<file path="src/rtl/banco_registro_param.sv">
// banco_registro_param: parametrised register bank with N_RD combinational read ports, one write port and a clear-sweep sequencer.
//   Ports: CLK/RST (sync, active-high), RA (N_RD packed read addresses), DR (N_RD packed read data),
//   Di/Dir/RegWrite (write port), Clr (sweep request), Busy (sweep active), WrDrop (write discarded pulse).
//   Optional macro REGFILE_BYPASS_EN: same-cycle write-to-read forwarding.
module banco_registro_param #(
  parameter int DATA_W   = 32,
  parameter int ADDR_W   = 5,
  parameter int N_RD     = 2,
  parameter int ZERO_REG = 1
) (
  input  logic                     CLK,
  input  logic                     RST,
  input  logic [N_RD*ADDR_W-1:0]   RA,
  output logic [N_RD*DATA_W-1:0]   DR,
  input  logic [DATA_W-1:0]        Di,
  input  logic [ADDR_W-1:0]        Dir,
  input  logic                     RegWrite,
  input  logic                     Clr,
  output logic                     Busy,
  output logic                     WrDrop
);
  localparam int DEPTH = 2**ADDR_W;
  typedef enum logic {S_IDLE, S_CLEAR} state_t;
  state_t              r_state;
  logic [ADDR_W-1:0]   r_cnt;
  logic                r_busy;
  logic                r_wrdrop;
  logic [DATA_W-1:0]   r_mem [DEPTH];
  logic                w_zero_wr;
  logic                w_wr_ok;
  logic                w_we;
  logic [ADDR_W-1:0]   w_waddr;
  logic [DATA_W-1:0]   w_wdata;
  assign w_zero_wr = (ZERO_REG != 0) && (Dir == '0);
  assign w_wr_ok   = (r_state == S_IDLE) && !Clr && RegWrite && !w_zero_wr;
  // the sweep and normal writes share the single storage write port
  assign w_we    = !RST && ((r_state == S_CLEAR) || w_wr_ok);
  assign w_waddr = (r_state == S_CLEAR) ? r_cnt : Dir;
  assign w_wdata = (r_state == S_CLEAR) ? '0 : Di;
  always_ff @(posedge CLK) begin
    if (RST) begin
      r_state  <= S_CLEAR;
      r_cnt    <= '0;
      r_busy   <= 1'b1;
      r_wrdrop <= 1'b0;
    end else if (r_state == S_CLEAR) begin
      r_cnt    <= r_cnt + ADDR_W'(1);
      r_wrdrop <= RegWrite;
      if (&r_cnt) begin
        r_state <= S_IDLE;
        r_busy  <= 1'b0;
      end
    end else begin
      r_wrdrop <= Clr && RegWrite;
      if (Clr) begin
        r_state <= S_CLEAR;
        r_cnt   <= '0;
        r_busy  <= 1'b1;
      end
    end
  end
  always_ff @(posedge CLK) begin
    if (w_we) r_mem[w_waddr] <= w_wdata;
  end
  for (genvar i = 0; i < N_RD; i++) begin : g_rd
    logic [ADDR_W-1:0] w_ra;
    logic              w_mask;
    logic [DATA_W-1:0] w_rd;
    assign w_ra   = RA[i*ADDR_W +: ADDR_W];
    assign w_mask = r_busy || ((ZERO_REG != 0) && (w_ra == '0));
`ifdef REGFILE_BYPASS_EN
    assign w_rd = (w_wr_ok && (w_ra == Dir)) ? Di : r_mem[w_ra];
`else
    assign w_rd = r_mem[w_ra];
`endif
    assign DR[i*DATA_W +: DATA_W] = w_mask ? '0 : w_rd;
  end
  assign Busy   = r_busy;
  assign WrDrop = r_wrdrop;
endmodule

</file>
<file path="config.mk">
export PLATFORM = sky130hd
export DESIGN_NAME = banco_registro_param
export DESIGN_NICKNAME = d
export VERILOG_FILES = /design/src/rtl/banco_registro_param.sv
export SDC_FILE = /design/constraint.sdc
export NUM_CORES = 1
export LEC_CHECK = 0
export BUFFER_PORTS_ARGS = -buffer_cell sky130_fd_sc_hd__buf_2
export CORE_MARGIN = 3
export CORE_UTILIZATION = 35
export DETAILED_ROUTE_END_ITERATION = 10
export PLACE_DENSITY_LB_ADDON = 0.05
export REMOVE_ABC_BUFFERS = 1
export SLEW_MARGIN = 25
export SYNTH_ARGS = -nofsm -noshare
export SYNTH_HDL_FRONTEND = slang
export SYNTH_SLANG_ARGS = --single-unit
</file>
<file path="constraint.sdc">
create_clock -name CLK -period 5.67 [get_ports CLK]
set_input_delay 0.567 -clock CLK [delete_from_list [all_inputs] [get_ports CLK]]
set_output_delay 0.567 -clock CLK [all_outputs]
set_load 0.02 [all_outputs]
</file>
==> flow_summary_export.csv <==
group,metric,value,unit
status,status,"finished, final reports clean",
global_routing,antenna_found_initial,3,
floorplan,start_util,0.354,
floorplan,die_h,378,um
floorplan,die-area,0.143,mm2
yosys,ys.flop_type,"edfxtp_1",
clock_network,cts_resized,0,
clock_network,cts.sinks,1032,
yosys,synth_compound_area_frac,0.0612,
floorplan,num_rows,135,
clock_network,clk_pin_slew_worst_paths,0.06,ns
global_routing,grt_max_degree,80,
cells_and_area,final_common_cell,"edfxtp_1",
yosys,yosys_warnings,0,
placement,placed_area,0.0515,mm2
timing,max_freq,226,MHz
yosys,seq_area_frac_synth,0.640,
drt,drc,0,
critical_path,worstSetupPathType,"flop to output port",
floorplan,die_w,378,um
drt,vias,29700,
drt,drtIter0Drc,3235,
clock_network,cts_max_level,3,
yosys,synth.avg_cell_area,17.0,um2
clock_network,cts_buffer_depth,3,
power,fin_total_pwr,16.9,mW
timing,fin_crit_sh,0.779,
power,p_leak,19.1,nW
clock_network,clkLatencyLatePin,0.72,ns
clock_network,cts_inserted_buffers,116,
placement,gp_routability_congestion,0.802,
yosys,synth-edff-count,1024,
critical_path,crit_slowest_cell,"buf_4",
worst_hold_path,hold_path_class,"input pin to flop",
yosys,yosys-mux-area-fraction,0.226,
placement,port_buffers,116,
cells_and_area,area_growth,14.5,%
timing,fin_worst_skew,0.0227,ns
yosys,async_reset_ff_frac,0,
critical_path,crit_path_start_kind,"flop",
drt,routed_wl,176,mm
critical_path,crit_family,"simple AND/OR/NAND/NOR gates",
timing,grt_setup_unrepaired,"false",
yosys,yosys.area_share.simple,0.0447,
cells_and_area,finalNetCount,3024,
clock_network,hold_buffers,0,
critical_path,cp.required,5.10,ns
clock_network,root_buffer,"clkbuf_16",
timing,report.final.hold_viol_count,0,
power,power_density,305,mW/mm2
global_routing,grt_use_total,0.243,
drt,wl_per_cell,36.2,um
drt,dr.pass1.iters,6,
global_routing,grt-ovfl-total,0,
yosys,synthXorXnorAreaFrac,0.000181,
yosys,synth.cell_area,0.0483,mm2
global_routing,grt_pass1_wl,242,mm
yosys,syn_inst,2845,
yosys,synth_top_family_by_area,"multiplexers",
timing,setup_violations,0,
timing,drv_slew,0,
clock_network,cts_setup_buffers,0,
cells_and_area,drive_above_1_share,0.242,
yosys,yosys.area_share.adder,0.000518,
floorplan,core_area,0.136,mm2
timing,layout_min_cycle_time,4.42,ns
critical_path,path_buf_inv,2,
cells_and_area,final_cell_mix,"1024 x edfxtp_1, 521 x mux2i_1, 282 x a22oi_1, 246 x mux4_2, 139 x nand3_1",
placement,hpwl,104,mm
flow_run,drv_cap,0,
critical_path,worstPathCellList,"nor3_4, buf_4, and2_1, nand2_1, nand4_1, buf_2",
cells_and_area,final_area,0.0553,mm2
clock_network,tritoncts,"done",
floorplan,boundaryPins,117,
placement,pre_cts_slack,1.49,ns
drt,vias_per_cell,6.12,
timing,worst_slack,1.25,ns
drt,antenna_left,0,
critical_path,cp_max_fo,34,
power,vdd_drop_max,0.250,mV
critical_path,endpoint_kind,"output port",
global_routing,grt_pass1_vias,30700,
timing,slew_headroom,0.267,
yosys,synth_seq_cells,1032,
critical_path,max_stage_delay,0.74,ns
timing,fin_setup_tns,0,ns
critical_path,cp.arrival,3.85,ns
timing,worst_slew_pin_slew,1.10,ns
yosys,ys_types,50,
through the flow:
stage / cells / utilization / hold WS (ns)
after global routing: 4851 / 0.406 / 0.0969
after CTS: 4850 / 0.406 / 0.0565
final: 4854 / 0.406 / 0.121
after detailed placement: 4633 / 0.378 / 0.506
after global placement: 4627 / 0.376 / 0.508
after floorplan: 2616 / - / 0.468
worst min-delay path: stages:
cell and delay [ns]:
buf_2 0.11, inv_1 0.07, nor3_1 0.06
state kept, by name, summed over array words and instances (netlist names):
register / count
r_state: 1
WrDrop: 1
r_cnt: 5
Busy: 1
r_mem: 1024
report_power, final:
| group | switching, mW | leakage, nW | internal [mW] |
|---|---|---|---|
| combinational | 0.602 | 7.69 | 0.408 |
| clock | 3.16 | 1.82 | 4.37 |
| sequential | 0.0201 | 9.58 | 8.31 |
| total | 3.79 | 19.1 | 13.1 |
area by class of cell:
type,instances,area (um2)
diodes,3,7.51
clock buffers,134,2970
clock inverters,83,785
fillers,12100,81000
inverters,4,15.0
multi-input cells,1580,16600
flip-flops and latches,1032,30900
well taps,1781,2230
repair buffers,237,1780
cells by family (layout without fill, tap and decap cells):
family | Yosys count | count (layout)
other | 0 | 3
xor gates and xnor gates | 1 | 1
muxes | 774 | 774
adders and majority gates | 2 | 2
buffers and inverters | 233 | 458
DFF | 1032 | 1032
AOI/OAI and AO/OA | 404 | 404
and+or+nand+nor | 399 | 399
worst paths after layout:
| path | from | slack, ns | to | cells after the start |
|---|---|---|---|---|
| hold / removal | RegWrite | 0.12 | WrDrop | 3 |
| hold reg to reg | r_cnt[0] | 0.51 | r_cnt[0] | 2 |
| setup reg to reg | r_state | 2.00 | r_mem[18][30] | 5 |
| setup / recovery | Busy | 1.25 | DR[63] | 6 |
synthesized netlist by cell type (3+ instances only):
library cell,count,area share
a21oi_1,32,0.0033
a22o_1,40,0.0073
a22oi_1,282,0.044
a31oi_1,40,0.0052
and2_1,6,0.00078
and3_1,23,0.0030
buf_1,3,0.00023
buf_2,70,0.0073
buf_4,50,0.0078
buf_6,24,0.0056
clkbuf_1,82,0.0064
dfxtp_1,8,0.0033
edfxtp_1,1024,0.64
inv_1,4,0.00031
mux2i_1,521,0.11
mux4_1,6,0.0033
mux4_2,246,0.11
nand2_1,51,0.0040
nand2b_1,3,0.00039
nand3_1,139,0.014
nand4_1,66,0.0085
nor2_1,44,0.0034
nor2_2,3,0.00039
nor2b_1,39,0.0051
nor3b_1,4,0.00062
o21ai_0,3,0.00031
layer usage:
| layer | track usage | routed length (um) | vias to the layer above |
|---|---|---|---|
| met3 | 0.0398 | 11400 | 225 |
| met4 | 0.0717 | 4550 | 0 |
| met5 | 0 | 0 | - |
| li1 | - | - | 12200 |
| met2 | 0.391 | 82800 | 1175 |
| met1 | 0.340 | 76800 | 16100 |
No activity file was read; power rests on OpenSTA's default activity.
